**src/rtl/carry_chain_pkg.sv**
```systemverilog
// carry_chain_pkg: shared types and helpers for the chunked carry-chain blocks.
// Latency: n/a (declarations only).
// Backpressure: n/a.
package carry_chain_pkg;

    // Controller states shared by the carry-chain regression blocks.
    typedef enum logic [1:0] {
        IDLE = 2'd0,
        RUN  = 2'd1,
        DONE = 2'd2
    } state_t;

    // Default number of bits processed per RUN cycle.
    localparam int DEFAULT_CHUNK = 4;

    // Number of RUN cycles needed to cover 'width' bits, 'chunk' bits at a time.
    function automatic int nchunk(input int width, input int chunk);
        return (width + chunk - 1) / chunk;
    endfunction

endpackage

```
**src/rtl/carry_chain_sub_slice.sv**
```systemverilog
// carry_chain_sub_slice: CHUNK-bit subtract with borrow-in/borrow-out (i_a - i_b - i_bin).
// Latency: combinational.
// Backpressure: none; pure function of its inputs.
// Ports: i_a/i_b chunk operands, i_bin borrow-in, o_d chunk difference, o_bout borrow-out.
module carry_chain_sub_slice
    import carry_chain_pkg::*;
#(
    parameter int CHUNK = DEFAULT_CHUNK
) (
    input  logic [CHUNK-1:0] i_a,
    input  logic [CHUNK-1:0] i_b,
    input  logic             i_bin,
    output logic [CHUNK-1:0] o_d,
    output logic             o_bout
);

    // One extra bit on top catches the borrow: the CHUNK+1-bit result is
    // negative (top bit set) exactly when a < b + bin.
    logic [CHUNK:0] w_full;

    assign w_full = {1'b0, i_a} - {1'b0, i_b} - {{CHUNK{1'b0}}, i_bin};
    assign o_d    = w_full[CHUNK-1:0];
    assign o_bout = w_full[CHUNK];

endmodule

```
**src/rtl/carry_chain_sub.sv**
```systemverilog
// carry_chain_sub: multi-cycle unsigned a - b, CHUNK bits per cycle, registered borrow between chunks.
// Latency: out_valid rises NCHUNK edges after the accept edge (IDLE -> NCHUNK x RUN -> DONE).
// Backpressure: in_ready low from accept until out_valid&&out_ready; results held stable while stalled.
// Ports: clk/resetn (async active-low); in_valid/in_ready with a, b; out_valid/out_ready with
//        diff = (a-b) mod 2^WIDTH, borrow_out = (a<b), msb = diff[WIDTH-1].
// Option: define CARRY_CHAIN_SUB_ZERO_EN to add output 'zero' (1 in DONE iff diff==0).
module carry_chain_sub
    import carry_chain_pkg::*;
#(
    parameter int WIDTH = 10,
    parameter int CHUNK = DEFAULT_CHUNK
) (
    input  logic             clk,
    input  logic             resetn,
    input  logic             in_valid,
    output logic             in_ready,
    input  logic [WIDTH-1:0] a,
    input  logic [WIDTH-1:0] b,
    output logic             out_valid,
    input  logic             out_ready,
    output logic [WIDTH-1:0] diff,
    output logic             borrow_out,
    output logic             msb
`ifdef CARRY_CHAIN_SUB_ZERO_EN
    ,
    output logic             zero
`endif
);

    localparam int NCHUNK = nchunk(WIDTH, CHUNK);
    // Operands are zero-padded to a whole number of chunks so the last,
    // partial chunk goes through the same slice. Padding with zeros makes
    // the slice's borrow-out equal to the borrow out of bit WIDTH-1.
    localparam int PW     = NCHUNK * CHUNK;
    localparam int KW     = (NCHUNK > 1) ? $clog2(NCHUNK) : 1;
    localparam logic [KW-1:0] LAST = KW'(NCHUNK - 1);

    state_t           r_state;
    state_t           w_state_nxt;
    logic             w_accept;

    logic [WIDTH-1:0] r_a;
    logic [WIDTH-1:0] r_b;
    logic [WIDTH-1:0] r_diff;
    logic             r_borrow;
    logic [KW-1:0]    r_k;

    logic [31:0]      w_sh;
    logic [PW-1:0]    w_a_pad;
    logic [PW-1:0]    w_b_pad;
    logic [CHUNK-1:0] w_a_chunk;
    logic [CHUNK-1:0] w_b_chunk;
    logic [CHUNK-1:0] w_d;
    logic             w_bout;
    logic [WIDTH-1:0] w_ins;
    logic [WIDTH-1:0] w_msk;
    logic [WIDTH-1:0] w_diff_nxt;

    // ---------------- controller ----------------
    always_ff @(posedge clk or negedge resetn) begin
        if (!resetn) begin
            r_state <= IDLE;
        end else begin
            r_state <= w_state_nxt;
        end
    end

    always_comb begin
        w_state_nxt = r_state;
        w_accept    = 1'b0;
        in_ready    = 1'b0;
        out_valid   = 1'b0;
        case (r_state)
            IDLE: begin
                in_ready = 1'b1;
                if (in_valid) begin
                    w_accept    = 1'b1;
                    w_state_nxt = RUN;
                end
            end
            RUN: begin
                if (r_k == LAST) begin
                    w_state_nxt = DONE;
                end
            end
            DONE: begin
                out_valid = 1'b1;
                if (out_ready) begin
                    w_state_nxt = IDLE;
                end
            end
            default: begin
                w_state_nxt = IDLE;
            end
        endcase
    end

    // ---------------- chunk datapath ----------------
    assign w_sh      = 32'(r_k) * 32'(CHUNK);
    assign w_a_pad   = PW'(r_a);
    assign w_b_pad   = PW'(r_b);
    assign w_a_chunk = CHUNK'(w_a_pad >> w_sh);
    assign w_b_chunk = CHUNK'(w_b_pad >> w_sh);

    carry_chain_sub_slice #(
        .CHUNK (CHUNK)
    ) u_slice (
        .i_a    (w_a_chunk),
        .i_b    (w_b_chunk),
        .i_bin  (r_borrow),
        .o_d    (w_d),
        .o_bout (w_bout)
    );

    // Place the chunk result at its bit position; bits of the padded last
    // chunk that fall above WIDTH-1 are dropped by the truncation.
    assign w_ins      = WIDTH'(PW'(w_d) << w_sh);
    assign w_msk      = WIDTH'(PW'({CHUNK{1'b1}}) << w_sh);
    assign w_diff_nxt = (r_diff & ~w_msk) | w_ins;

    always_ff @(posedge clk or negedge resetn) begin
        if (!resetn) begin
            r_a      <= '0;
            r_b      <= '0;
            r_diff   <= '0;
            r_borrow <= 1'b0;
            r_k      <= '0;
        end else if (w_accept) begin
            r_a      <= a;
            r_b      <= b;
            r_borrow <= 1'b0;
            r_k      <= '0;
        end else if (r_state == RUN) begin
            r_diff   <= w_diff_nxt;
            r_borrow <= w_bout;
            r_k      <= (r_k == LAST) ? '0 : r_k + 1'b1;
        end
    end

    assign diff       = r_diff;
    assign borrow_out = r_borrow;
    assign msb        = r_diff[WIDTH-1];

`ifdef CARRY_CHAIN_SUB_ZERO_EN
    // Sticky "every chunk so far was zero"; only the in-range bits of a
    // chunk count, so the padded part of the last chunk cannot clear it.
    logic r_zero;

    always_ff @(posedge clk or negedge resetn) begin
        if (!resetn) begin
            r_zero <= 1'b0;
        end else if (w_accept) begin
            r_zero <= 1'b1;
        end else if ((r_state == RUN) && (w_ins != '0)) begin
            r_zero <= 1'b0;
        end
    end

    assign zero = r_zero && (r_state == DONE);
`endif

endmodule

```
**config.mk**
```make
export PLATFORM = sky130hd
export DESIGN_NAME = carry_chain_sub
export DESIGN_NICKNAME = d
export VERILOG_FILES = /design/src/rtl/carry_chain_pkg.sv /design/src/rtl/carry_chain_sub_slice.sv /design/src/rtl/carry_chain_sub.sv
export SDC_FILE = /design/constraint.sdc
export NUM_CORES = 1
export LEC_CHECK = 0
export ABC_CLOCK_PERIOD_IN_PS = 2300
export CAP_MARGIN = 20
export CORE_MARGIN = 2
export CORE_UTILIZATION = 29
export CTS_CLUSTER_DIAMETER = 50
export DETAILED_ROUTE_END_ITERATION = 8
export HOLD_SLACK_MARGIN = 0.05
export SYNTH_ARGS = -nofsm -noshare
export SYNTH_HDL_FRONTEND = slang
export SYNTH_SLANG_ARGS = --single-unit
```
**constraint.sdc**
```tcl
create_clock -name clk -period 2.3 [get_ports clk]
set_input_delay 0.345 -clock clk [delete_from_list [all_inputs] [get_ports clk]]
set_output_delay 0.345 -clock clk [all_outputs]
set_load 0.01 [all_outputs]
```
==> flow_summary.ini <==
[outcome]
status = finished, final reports clean

[sta]
finalSetupTns_ns = 0
tightest_slew_ns = 0.437
grt_setup_unrepaired = true
finalWorstSetupSlack_ns = 0.0213
slew_violations = 0
skew_ns = 0.00540
fmax_ghz = 0.439
setup_viol = 0
fin_crit_sh_pct = 99.1
hold_ws_ns = 0.480
layout_min_cycle_time_ns = 2.28
hold_violations = 0
slew_headroom_pct = 70.8

[routing]
drt-met1-wl_um = 1390
first_pass_iters = 4
routed-wl-met2_um = 1430
routed_wl_um = 3040
drcViolationCount = 0
via_per_inst = 4.41
drtIter0Drc = 42
ant_nets = 0
dr.max_layer_used = met4
route.vias.total = 1112
wl_met3_um = 166
wl_per_cell_um = 12.1

[synthesis]
synth_flop_cell = dfrtp_1
syn-num-nets = 166
ys_seq_elements = 35
synth_area_mm2 = 0.00167
ys_seq_area_share_pct = 52.3
synth_top_family_by_area = multiplexers
async_flop_share_pct = 100
synthSimpleGateAreaFrac_pct = 9.49
synthAdderAreaFrac_pct = 5.38
yosys_warnings = 0
synth_cell_types = 28
synth-xor-area-share_pct = 1.57
synth-edff-count = 0
synth_compound_area_share_pct = 6.20
muxShareOfSynthArea_pct = 19.8
synthCells = 136
syn_area_per_cell_um2 = 12.3

[power_and_ir_drop]
peakVddDrop_uv = 585
p_leak_nw = 0.973
p_per_area_mw_per_mm2 = 1620
finalPower_w = 0.00366

[worst_setup_path]
worst-r2r-cell-count = 10
worstSetupEndpointType = register
slowest_stage = dfrtp_2
required_ns = 2.47
crit_fanout = 5
worstSetupPathType = register to register
r2r_slack_ns = 0.02
worst_setup_path_start_kind = register
critPathArrivalTime_ns = 2.45
r2r-end = diff[3]
slowest_delay_ns = 0.46
cp_cell_sequence = mux2i_1 > nor2_1 > a21oi_2 > fa_2 > inv_2 > ha_4 > nand4b_1 > o2111ai_2 > xor2_1 > mux2_4
critPathBufInv = 1
cp_top_family = adder cells
r2r_start = r_k[0]

[placed_design]
hpwl_um = 2260
port_buffers = 37
place.gp.congestion = 0.749
dpl_worst_slack_ns = -0.0413
dp_cells = 244

[die]
die_area_mm2 = 0.00640
start_util_pct = 30.2
ios = 38
core_mm2 = 0.00554
die_y_um = 80.0
die_width_um = 80.0
num_rows = 27

[cts]
cts_hold_buf = 0
htreeDepth = 2
cts_tree = yes
cts_sinks = 35
insertion_delay_ns = 0.28
post_cts_buffers = 0
cts_buffer_depth = 2
clockRootBuffer = clkbuf_8
clk_pin_slew_worst_paths_ns = 0.07
cts_buffers = 5

[flow_run]
max-cap-violations = 0

[layout]
instances_no_fill = 252
layout_commonest_cell = clkdlybuf4s50_1
final_cell_mix = clkdlybuf4s50_1 (37), dfrtp_1 (34), mux2_1 (20)
num-nets-final = 209
area_growth_syn_to_layout_pct = 34.8
num_antenna_cells = 0
fill_cells = 566
drive_above_1_share_pct = 16.1

[worst_hold_path]
hold_class = input pin to asynchronous set/reset pin

[grt]
grt_overflow = 0
antenna_found_initial = 0
grt_pass1_vias = 1135
grt_pass1_wl_um = 5220
grt_max_degree = 36
gr-usage-all-layers_pct = 10.9
[cells in the mapped netlist, drive strengths merged, types with 3 or more instances]
| library cell | number | share of area (%) |
|---|---|---|
| nand2 | 15 | 3.5 |
| ha | 4 | 3.0 |
| dfrtp | 35 | 52 |
| mux2i | 8 | 4.8 |
| a21oi | 4 | 1.2 |
| xor2 | 3 | 1.6 |
| mux2 | 22 | 15 |
| o21ai | 10 | 3.0 |
| nor2 | 7 | 1.6 |
| buf | 7 | 3.9 |
| inv | 6 | 1.3 |
[layer usage]
metal	global-route usage [%]	up-vias
met3	3.51	5
li1	-	549
met2	15.9	30
met4	5.59	0
met1	14.2	528
met5	0	-
[stage by stage]
| step | area [um2] | util, % |
|---|---|---|
| after floorplan | 1690 | - |
| after global placement | 2120 | 38.3 |
| after detailed placement | 2120 | 38.3 |
| after CTS | 2220 | 40.1 |
| after global routing | 2260 | 40.7 |
| final | 2260 | 40.7 |
[state kept, by name (all words and copies together) (netlist names)]
signal	flops
diff	10
r_a	10
r_b	10
r_k	2
r_state	2
borrow_out	1
[power by group]
group / total [W] / switching [W] / internal (W)
clock network: 0.000476 / 0.000203 / 0.000273
registers: 0.00113 / 0.000190 / 0.000938
logic: 0.00206 / 0.000975 / 0.00109
total: 0.00366 / 0.00137 / 0.00230
[worst register-to-register path, stage by stage, from the launching register on]
cell	delay (ns)
dfrtp_2	0.46
mux2i_1	0.14
nor2_1	0.14
a21oi_2	0.06
fa_2	0.42
inv_2	0.08
ha_4	0.19
nand4b_1	0.11
o2111ai_2	0.11
xor2_1	0.19
mux2_4	0.27
[kinds of logic (layout without fill, tap and decap cells)]
logic type / Yosys count / in the layout
AOI/OAI and AO/OA: 18 / 18
DFF: 35 / 35
muxes: 30 / 30
and+or+nand+nor: 31 / 31
xor gates and xnor gates: 3 / 3
adders and majority gates: 6 / 6
buffers and inverters: 13 / 57
[layout make-up]
class                      instances  area, um2  area share, %
sequential                        35        877           38.9
clock buffer                       8        100           4.44
multi-input combinational         88        751           33.3
inverter                           6       22.5          0.998
timing repair buffer              43        415           18.4
tap                               72       90.1           3.99
[worst max path at each step]
stage / slack, ns / start / to / cells past startpoint
finish: 0.02 / r_k[0] / diff[3] / 10
floorplan: 0.05 / r_k[0] / borrow_out / 9
CTS: 0.008 / r_k[0] / diff[7] / 10
detailed placement: -0.04 / r_k[0] / diff[7] / 10
global placement: 0.04 / r_k[0] / borrow_out / 8
global route: -0.09 / r_k[0] / diff[3] / 10
[what timing repair did]
action	4_1_cts	5_1_grt
gates resized for setup	1	7
setup endpoints to repair	3	3
pin swaps	0	5
Power figures use the tool's default switching activity.
